===== src/rtl/barcode_pkg.sv =====
// rtl/barcode_pkg.sv - shared FSM type and frame constants for the bar serializer
// BARCODE_PARITY_EN adds the even-parity bar between the value field and the stop guard.
package barcode_pkg;

  localparam int GUARD_W = 3;
  localparam logic [GUARD_W-1:0] GUARD = 3'b101;

`ifdef BARCODE_PARITY_EN
  localparam int PARITY_BARS = 1;
  typedef enum logic [2:0] {IDLE, START, CODE, VALUE, PARITY, STOP, DONE} state_t;
`else
  localparam int PARITY_BARS = 0;
  typedef enum logic [2:0] {IDLE, START, CODE, VALUE, STOP, DONE} state_t;
`endif

  function automatic int frame_bars(input int code_w, input int value_w);
    return 2 * GUARD_W + code_w + value_w + PARITY_BARS;
  endfunction

endpackage


===== src/rtl/bar_prescaler.sv =====
// rtl/bar_prescaler.sv - bar-time tick generator, pulses bit_tick on the last cycle of each bar
// Held in clear between frames so every bar, including the first, lasts exactly BIT_CYCLES.
module bar_prescaler #(
  parameter int BIT_CYCLES = 4
) (
  input  logic clk,
  input  logic rst,
  input  logic clear,
  output logic bit_tick
);

  localparam int CNT_W = (BIT_CYCLES > 1) ? $clog2(BIT_CYCLES) : 1;
  localparam logic [CNT_W-1:0] LAST = CNT_W'(BIT_CYCLES - 1);

  logic [CNT_W-1:0] cnt;

  always_ff @(posedge clk or posedge rst) begin
    if (rst)
      cnt <= '0;
    else if (clear || cnt == LAST)
      cnt <= '0;
    else
      cnt <= cnt + 1'b1;
  end

  assign bit_tick = !clear && (cnt == LAST);

endmodule


===== src/rtl/barcode_serializer.sv =====
// rtl/barcode_serializer.sv - framed serial bar output: guard, code, value, [parity], guard
// BARCODE_PARITY_EN enables the parity bar (38-bar frame); otherwise frames are 37 bars.
module barcode_serializer
  import barcode_pkg::*;
#(
  parameter int BIT_CYCLES = 4,
  parameter int CODE_W     = 25,
  parameter int VALUE_W    = 6
) (
  input  logic               Clk,
  input  logic               Reset,
  input  logic               Load,
  input  logic [CODE_W-1:0]  CodeWord,
  input  logic [VALUE_W-1:0] ValueToPay,
  output logic               BarOut,
  output logic               BarValid,
  output logic               Busy,
  output logic               Done
);

  localparam int DATA_W = CODE_W + VALUE_W;
  localparam int CNT_W  = $clog2(DATA_W + 1);
  localparam logic [CNT_W-1:0] GUARD_LAST = CNT_W'(GUARD_W - 1);
  localparam logic [CNT_W-1:0] CODE_LAST  = CNT_W'(CODE_W - 1);
  localparam logic [CNT_W-1:0] VALUE_LAST = CNT_W'(VALUE_W - 1);

  state_t             state, state_nx;
  logic [CNT_W-1:0]   bit_cnt;
  logic [DATA_W-1:0]  shift_q;
  logic [GUARD_W-1:0] guard_sh;
  logic               bit_tick;
  logic               bar_last;
  logic               advance;
`ifdef BARCODE_PARITY_EN
  logic               parity_q;
`endif

  bar_prescaler #(.BIT_CYCLES(BIT_CYCLES)) u_prescaler (
    .clk      (Clk),
    .rst      (Reset),
    .clear    ((state == IDLE) || (state == DONE)),
    .bit_tick (bit_tick)
  );

  always_comb begin
    bar_last = 1'b0;
    case (state)
      START, STOP: bar_last = (bit_cnt == GUARD_LAST);
      CODE:        bar_last = (bit_cnt == CODE_LAST);
      VALUE:       bar_last = (bit_cnt == VALUE_LAST);
`ifdef BARCODE_PARITY_EN
      PARITY:      bar_last = 1'b1;
`endif
      default:     bar_last = 1'b0;
    endcase
  end

  assign advance  = bit_tick && bar_last;
  assign guard_sh = GUARD << bit_cnt;

  always_ff @(posedge Clk or posedge Reset) begin
    if (Reset)
      state <= IDLE;
    else
      state <= state_nx;
  end

  always_comb begin
    state_nx = state;
    case (state)
      IDLE:   if (Load) state_nx = START;
      START:  if (advance) state_nx = CODE;
      CODE:   if (advance) state_nx = VALUE;
`ifdef BARCODE_PARITY_EN
      VALUE:  if (advance) state_nx = PARITY;
      PARITY: if (advance) state_nx = STOP;
`else
      VALUE:  if (advance) state_nx = STOP;
`endif
      STOP:   if (advance) state_nx = DONE;
      default: state_nx = IDLE;
    endcase
  end

  // Payload is captured only on the accepting edge, so input changes mid-frame are invisible.
  always_ff @(posedge Clk or posedge Reset) begin
    if (Reset) begin
      bit_cnt <= '0;
      shift_q <= '0;
`ifdef BARCODE_PARITY_EN
      parity_q <= 1'b0;
`endif
    end else begin
      if (state == IDLE && Load) begin
        shift_q <= {CodeWord, ValueToPay};
`ifdef BARCODE_PARITY_EN
        parity_q <= ^{CodeWord, ValueToPay};
`endif
      end else if (bit_tick && (state == CODE || state == VALUE)) begin
        shift_q <= shift_q << 1;
      end
      if (bit_tick)
        bit_cnt <= bar_last ? '0 : bit_cnt + 1'b1;
    end
  end

  always_comb begin
    BarOut   = 1'b0;
    BarValid = 1'b0;
    Busy     = 1'b0;
    Done     = 1'b0;
    case (state)
      START, STOP: begin
        BarOut   = guard_sh[GUARD_W-1];
        BarValid = 1'b1;
        Busy     = 1'b1;
      end
      CODE, VALUE: begin
        BarOut   = shift_q[DATA_W-1];
        BarValid = 1'b1;
        Busy     = 1'b1;
      end
`ifdef BARCODE_PARITY_EN
      PARITY: begin
        BarOut   = parity_q;
        BarValid = 1'b1;
        Busy     = 1'b1;
      end
`endif
      DONE:    Done = 1'b1;
      default: ;
    endcase
  end

endmodule


===== config.mk =====
export PLATFORM = sky130hd
export DESIGN_NAME = barcode_serializer
export DESIGN_NICKNAME = d
export VERILOG_FILES = /design/src/rtl/barcode_pkg.sv /design/src/rtl/bar_prescaler.sv /design/src/rtl/barcode_serializer.sv
export SDC_FILE = /design/constraint.sdc
export NUM_CORES = 1
export LEC_CHECK = 0
export CORE_ASPECT_RATIO = 1.2
export CORE_MARGIN = 2
export CORE_UTILIZATION = 25
export DETAILED_ROUTE_END_ITERATION = 7
export PLACE_DENSITY = 0.47
export SYNTH_ARGS = -nofsm -noshare
export SYNTH_HDL_FRONTEND = slang
export SYNTH_SLANG_ARGS = --single-unit
export TNS_END_PERCENT = 30

===== constraint.sdc =====
create_clock -name Clk -period 2.65 [get_ports Clk]
set_input_delay 0.795 -clock Clk [delete_from_list [all_inputs] [get_ports Clk]]
set_output_delay 0.795 -clock Clk [all_outputs]
set_load 0.01 [all_outputs]

; ---- Word level (Yosys, flattened, before mapping)
; Index checks and enable logic that the tools add are counted.
[word_totals]
elab_cells = 49
romBits = 0
mem_bits_rw = 0
register_bits = 41
output_inout_bits = 4
in_bits = 34
latch_bits = 0
n_memories = 0
[classes]
n_addsub = 2
n_bitwise = 0
order_cmp = 0
eq_ne = 14
div = 0
multipliers = 0
n_mux = 14
shift = 1
reduce_logical = 14
[ops]
columns = op, n
row1 = two-way mux 31 bit, 2
row2 = two-way mux 3 bit, 5
row3 = one-hot mux 3 bit (5 select lines), 1
row4 = inequality test 2 bit (second input constant), 5
row5 = == test 3 x 2 -> 1 bit (second input constant), 2
row6 = == test 3 bit (second input constant), 2
row7 = adder 5 x 1 -> 5 bit (second input constant), 1
row8 = == test 5 x 2 -> 1 bit (second input constant), 1
row9 = == test 5 x 3 -> 1 bit (second input constant), 1
row10 = == test 5 bit (second input constant), 1
row11 = two-way mux 5 bit, 1
row12 = AND reduction 5 bit, 1
row13 = left shift 3 x 5 -> 3 bit (first input constant), 1
row14 = logical AND 1 bit, 4
row15 = OR reduction 2 bit, 2
row16 = OR reduction 4 bit, 1
row17 = == test 3 x 1 -> 1 bit (second input constant), 1
row18 = logical NOT 3 bit, 1
row19 = logical OR 1 bit, 3
row20 = one-hot mux 1 bit (3 select lines), 1
row21 = adder 2 x 1 -> 2 bit (second input constant), 1
row22 = == test 2 bit (second input constant), 1
row23 = two-way mux 1 bit, 2
row24 = two-way mux 2 bit, 1
row25 = 3 further kinds, 3

; ---- Depth between registers and ports, before layout
[depth]
word_depth = 7
ltp_mapped = 8
depth_no_buf = 6

; ---- Hierarchy
; From an unflattened synthesis, not the netlist that was laid out.
[hier_totals]
hier_cells = 202
area_unflattened_um2 = 2102.0
[by_module_without_submodules]
columns = module, area_per_inst_um2, instances, seq_area_each_um2, cells_per_inst
row1 = barcode_serializer, 2004.4, 1, 975.9, 195
row2 = bar_prescaler, 97.6, 1, 50.0, 7

; ---- Least setup slack after synthesis
; OpenSTA, ideal clock, no wires.
[synth_timing]
kind = register to output
startpoint = register bit_cnt[2]
endpoint = output BarOut
required_time_ps = 1855
setup_slack_ps = 652
n_path_buf = 1
path_stages_with_launch = 5
arrival_time_ps = 1203
path_cell_list = dfrtp_1 clkbuf_1 nor4_1 a311oi_1 a21oi_1
[synth_via]
elab_chain_len = 2
[synth_rtl]
columns = item, line_no
row1 = "start, declared", barcode_serializer.sv:28  ; logic [CNT_W-1:0] bit_cnt;
row2 = "start signal, assigned", barcode_serializer.sv:103  ; bit_cnt <= bar_last ? '0 : bit_cnt + 1'b1;
row3 = left shift 3 x 5 -> 3 bit, barcode_serializer.sv:59  ; assign guard_sh = GUARD << bit_cnt;
row4 = one-hot mux 1 bit (2 select lines), barcode_serializer.sv:112  ; case (state)
row5 = "end, declared", barcode_serializer.sv:15  ; output logic BarOut,
; No other way between the ends.

; ---- Worst setup path in the final report
[layout_timing]
startpoint = register state[1]
endpoint = output BarValid
[layout_via]
elab_chain_len = 3
word_cells_on_any_way = 6
classes_between = eq/ne (4) / mux (1) / reduce/logical (1)
[layout_rtl]
columns = item, line_no
row1 = "start, declared", barcode_serializer.sv:27  ; state_t state, state_nx;
row2 = "start signal, assigned", barcode_serializer.sv:65  ; state <= state_nx;
row3 = == test 3 x 2 -> 1 bit (tied with other cells), barcode_serializer.sv:112
row4 = OR reduction 4 bit (no line) *, --
row5 = two-way mux 1 bit *, barcode_serializer.sv:112
row6 = "end, declared", barcode_serializer.sv:16  ; output logic BarValid,
; Mark *: on every way between the ends. The rest lies on a longest branch, timed or not.

==> run_results.csv <==
group,metric,value,unit
outcome,status,"finished clean",
yosys,syn-cell-area,0.00211,mm^2
clocking,cts_made_buffers,5,
sta,setup_viol,0,
die,io_pins,38,
die,dieArea,0.00918,mm^2
yosys,syn_nets,244,
yosys,synthMostInstantiatedCell,"dfrtp_1",
clocking,clock_latency,0.29,ns
global_route,grt_pass1_vias,1697,
die,rows,36,
sta,final.setup.worst_slack,0.161,ns
global_route,grt_antenna_before_repair,0,
sta,worstMarginPinSlew,0.528,ns
setup_path,setup.worst_path.class,"reg2out",
yosys,netlist_top_cells_count,"41 x dfrtp_1, 35 x nand2_1, 31 x o21ai_1",
clocking,cts.hold.buffers_added,0,
cells_and_area,final_nets,278,
cells_and_area,drive_gt1_share,9.05,%
placement,hpwl,2.94,mm
sta,hold_viol,0,
route,firstDrtPassIters,4,
yosys,ys_warn_count,0,
die,fp.coreArea,0.00815,mm^2
power,powerDensity,445,mW/mm^2
setup_path,crit_path_end_kind,"output port",
yosys,ys.flop_type,"dfrtp_1",
setup_path,crit_start,"state[1]$_DFFE_PP0P_",
setup_path,cp-endpoint,"BarValid",
sta,finalMaxSlewViolations,0,
global_route,gr-total-overflow,0,
route,drc,0,
setup_path,r2r_cells,5,
route,avgRoutedWirePerCell,12.1,um
setup_path,worst_setup_path_start_kind,"flip-flop",
sta,fmax,0.402,GHz
sta,relSlewSlack,64.7,%
cells_and_area,antenna_cells,0,
route,num_vias,1531,
route,finalWirelength,4.33,mm
sta,min_period_over_period,93.9,%
yosys,yosys.area.top_type,"dfrtp_1",
route,drt_iter0_drc,73,
route,via_per_inst,4.29,
power,vdd.ir_drop.worst,0.000220,V
sta,rsz0062_at_grt,"no",
yosys,syn-instance-count,208,
cells_and_area,synthToLayoutAreaGrowth,29.4,%
global_route,grt_usage,10.4,%
placement,gp_congestion,0.790,
setup_path,r2r_start,"state[2]$_DFFE_PP0P_",
setup_path,crit_required,1.86,ns
clocking,clock_path_buffers,2,
run,maxCapViolCount,0,
power,leakage,0.00109,uW
yosys,synthArstFlopShare,100,%
yosys,synth_cell_types,38,
setup_path,cp_max_fo,11,
sta,tns,0,ns
yosys,synthTopCellsByArea,"dfrtp_1 49%, mux2i_1 13%, o21ai_1 7.4%, nand2_1 6.2%, xor2_1 1.7%",
clocking,cts.sinks,41,
setup_path,arrival,1.69,ns
clocking,path_clk_slew,0.08,ns
clocking,cts-root-buf,"clkbuf_8",
sta,skew,0.00394,ns
yosys,synth_sequential_area_ratio,48.7,%
yosys,synth_top_area_share,48.7,%
die,start_util,25.8,%
route,ant_nets,0,
clocking,tritoncts,"built",
yosys,synth-edff-count,0,
setup_path,rrSetupSlack,0.70,ns
clocking,h-tree-depth,2,
die,fp.dieW,87.8,um
global_route,grt_pass1_wl,7.61,mm
placement,numPortBuffers,37,
setup_path,worstReg2RegEnd,"state[1]$_DFFE_PP0P_",
hold_path,hp-class,"reg2reg",
placement,place_ws,0.209,ns
yosys,synth-seq-cells,41,
die,dieHeight,105,um
global_route,grt_max_degree,48,
yosys,synth.avg_cell_area,10.1,um^2
sta,min_period,2.49,ns
-- layout make-up --
type | instances | area, um^2
fillers | 871 | 5430
flip-flops and latches | 41 | 1030
multi-input cells | 148 | 998
repair buffers | 42 | 423
well taps | 114 | 143
clock buffers | 7 | 86.3
clock inverters | 1 | 30.0
inverters | 4 | 15.0
-- registers in the layout, indices dropped and copies added, names as in the netlist --
register / flops
shift_q: 31
bit_cnt: 5
state: 3
u_prescaler.cnt: 2
-- placed cells by master (no fill, tap or decap), types with 2 or more instances in the layout --
master,synthesis,layout
a21oi_1,5,5
a22oi_1,2,2
and2_1,2,2
buf_4,2,4
clkbuf_8,0,6
clkdlybuf4s50_1,0,36
dfrtp_1,41,39
dfrtp_2,0,2
ha_1,2,2
inv_1,4,4
mux2i_1,28,28
nand2_1,35,35
nand2b_1,2,2
nand3_1,2,2
nand4_1,5,5
nor2_1,5,5
nor2b_1,2,2
nor3_1,2,2
o21ai_0,2,2
o21ai_1,31,31
xnor2_1,2,2
xor2_1,4,4
-- logic make-up (layout without fill, tap and decap cells) --
group | after synthesis | after routing | synth area share [%]
adders and majority gates | 2 | 2 | 1.19
AOI/OAI and AO/OA | 47 | 47 | 14.1
xor gates and xnor gates | 6 | 6 | 2.50
muxes | 29 | 29 | 14.0
buffers and inverters | 19 | 54 | 4.63
and+or+nand+nor | 64 | 64 | 14.8
DFF | 41 | 41 | 48.7
-- what timing repair did --
item,CTS,global route
pin swaps,1,0
endpoints found under the setup margin,1,3
buffers inserted,0,0
resized for setup,1,4
-- metal layers --
metal | share of wire [%] | GRT usage, % | up-vias
li1 | - | - | 792
met1 | 48 | 12.8 | 699
met2 | 47 | 17.4 | 35
met3 | 3.9 | 2.76 | 5
met4 | 1.5 | 3.63 | 0
met5 | 0 | 0 | -
-- where the power goes --
group | internal, uW | leakage [uW] | switching (uW) | total, uW
Combinational | 43.6 | 0.000586 | 19.1 | 62.7
Sequential | 625 | 0.000441 | 0 | 625
Clock | 307 | 0.0000585 | 216 | 523
-- worst min path at each step --
stage / depth (start not counted) / endpoint / startpoint / slack (ns)
finish: 1 / u_prescaler.cnt[0]$_DFF_PP0_ / u_prescaler.cnt[0]$_DFF_PP0_ / 0.44
global placement: 1 / u_prescaler.cnt[0]$_DFF_PP0_ / u_prescaler.cnt[0]$_DFF_PP0_ / 0.43
floorplan: 1 / u_prescaler.cnt[0]$_DFF_PP0_ / u_prescaler.cnt[0]$_DFF_PP0_ / 0.41
CTS: 1 / u_prescaler.cnt[0]$_DFF_PP0_ / u_prescaler.cnt[0]$_DFF_PP0_ / 0.45
global route: 1 / u_prescaler.cnt[0]$_DFF_PP0_ / u_prescaler.cnt[0]$_DFF_PP0_ / 0.49
detailed placement: 1 / u_prescaler.cnt[0]$_DFF_PP0_ / u_prescaler.cnt[0]$_DFF_PP0_ / 0.44
-- per-stage QoR --
stage                     utilization, %  instances  power [uW]  instance area [um^2]  hold slack, ns
final                               33.4        357        1210                  2720           0.444
after global routing                33.4        357        1260                  2720           0.488
after CTS                           33.2        357        1240                  2710           0.450
after detailed placement            31.7        349         702                  2590           0.438
after global placement              31.7        349         702                  2590           0.429
after floorplan                        -        208         647                  2110           0.415
-- critical path: stages (launching register included) --
cell	delay, ns
dfrtp_2	0.48
nor2_1	0.19
xnor2_1	0.16
clkdlybuf4s50_1	0.57
Note: power is estimated with default switching activity, not from simulation.
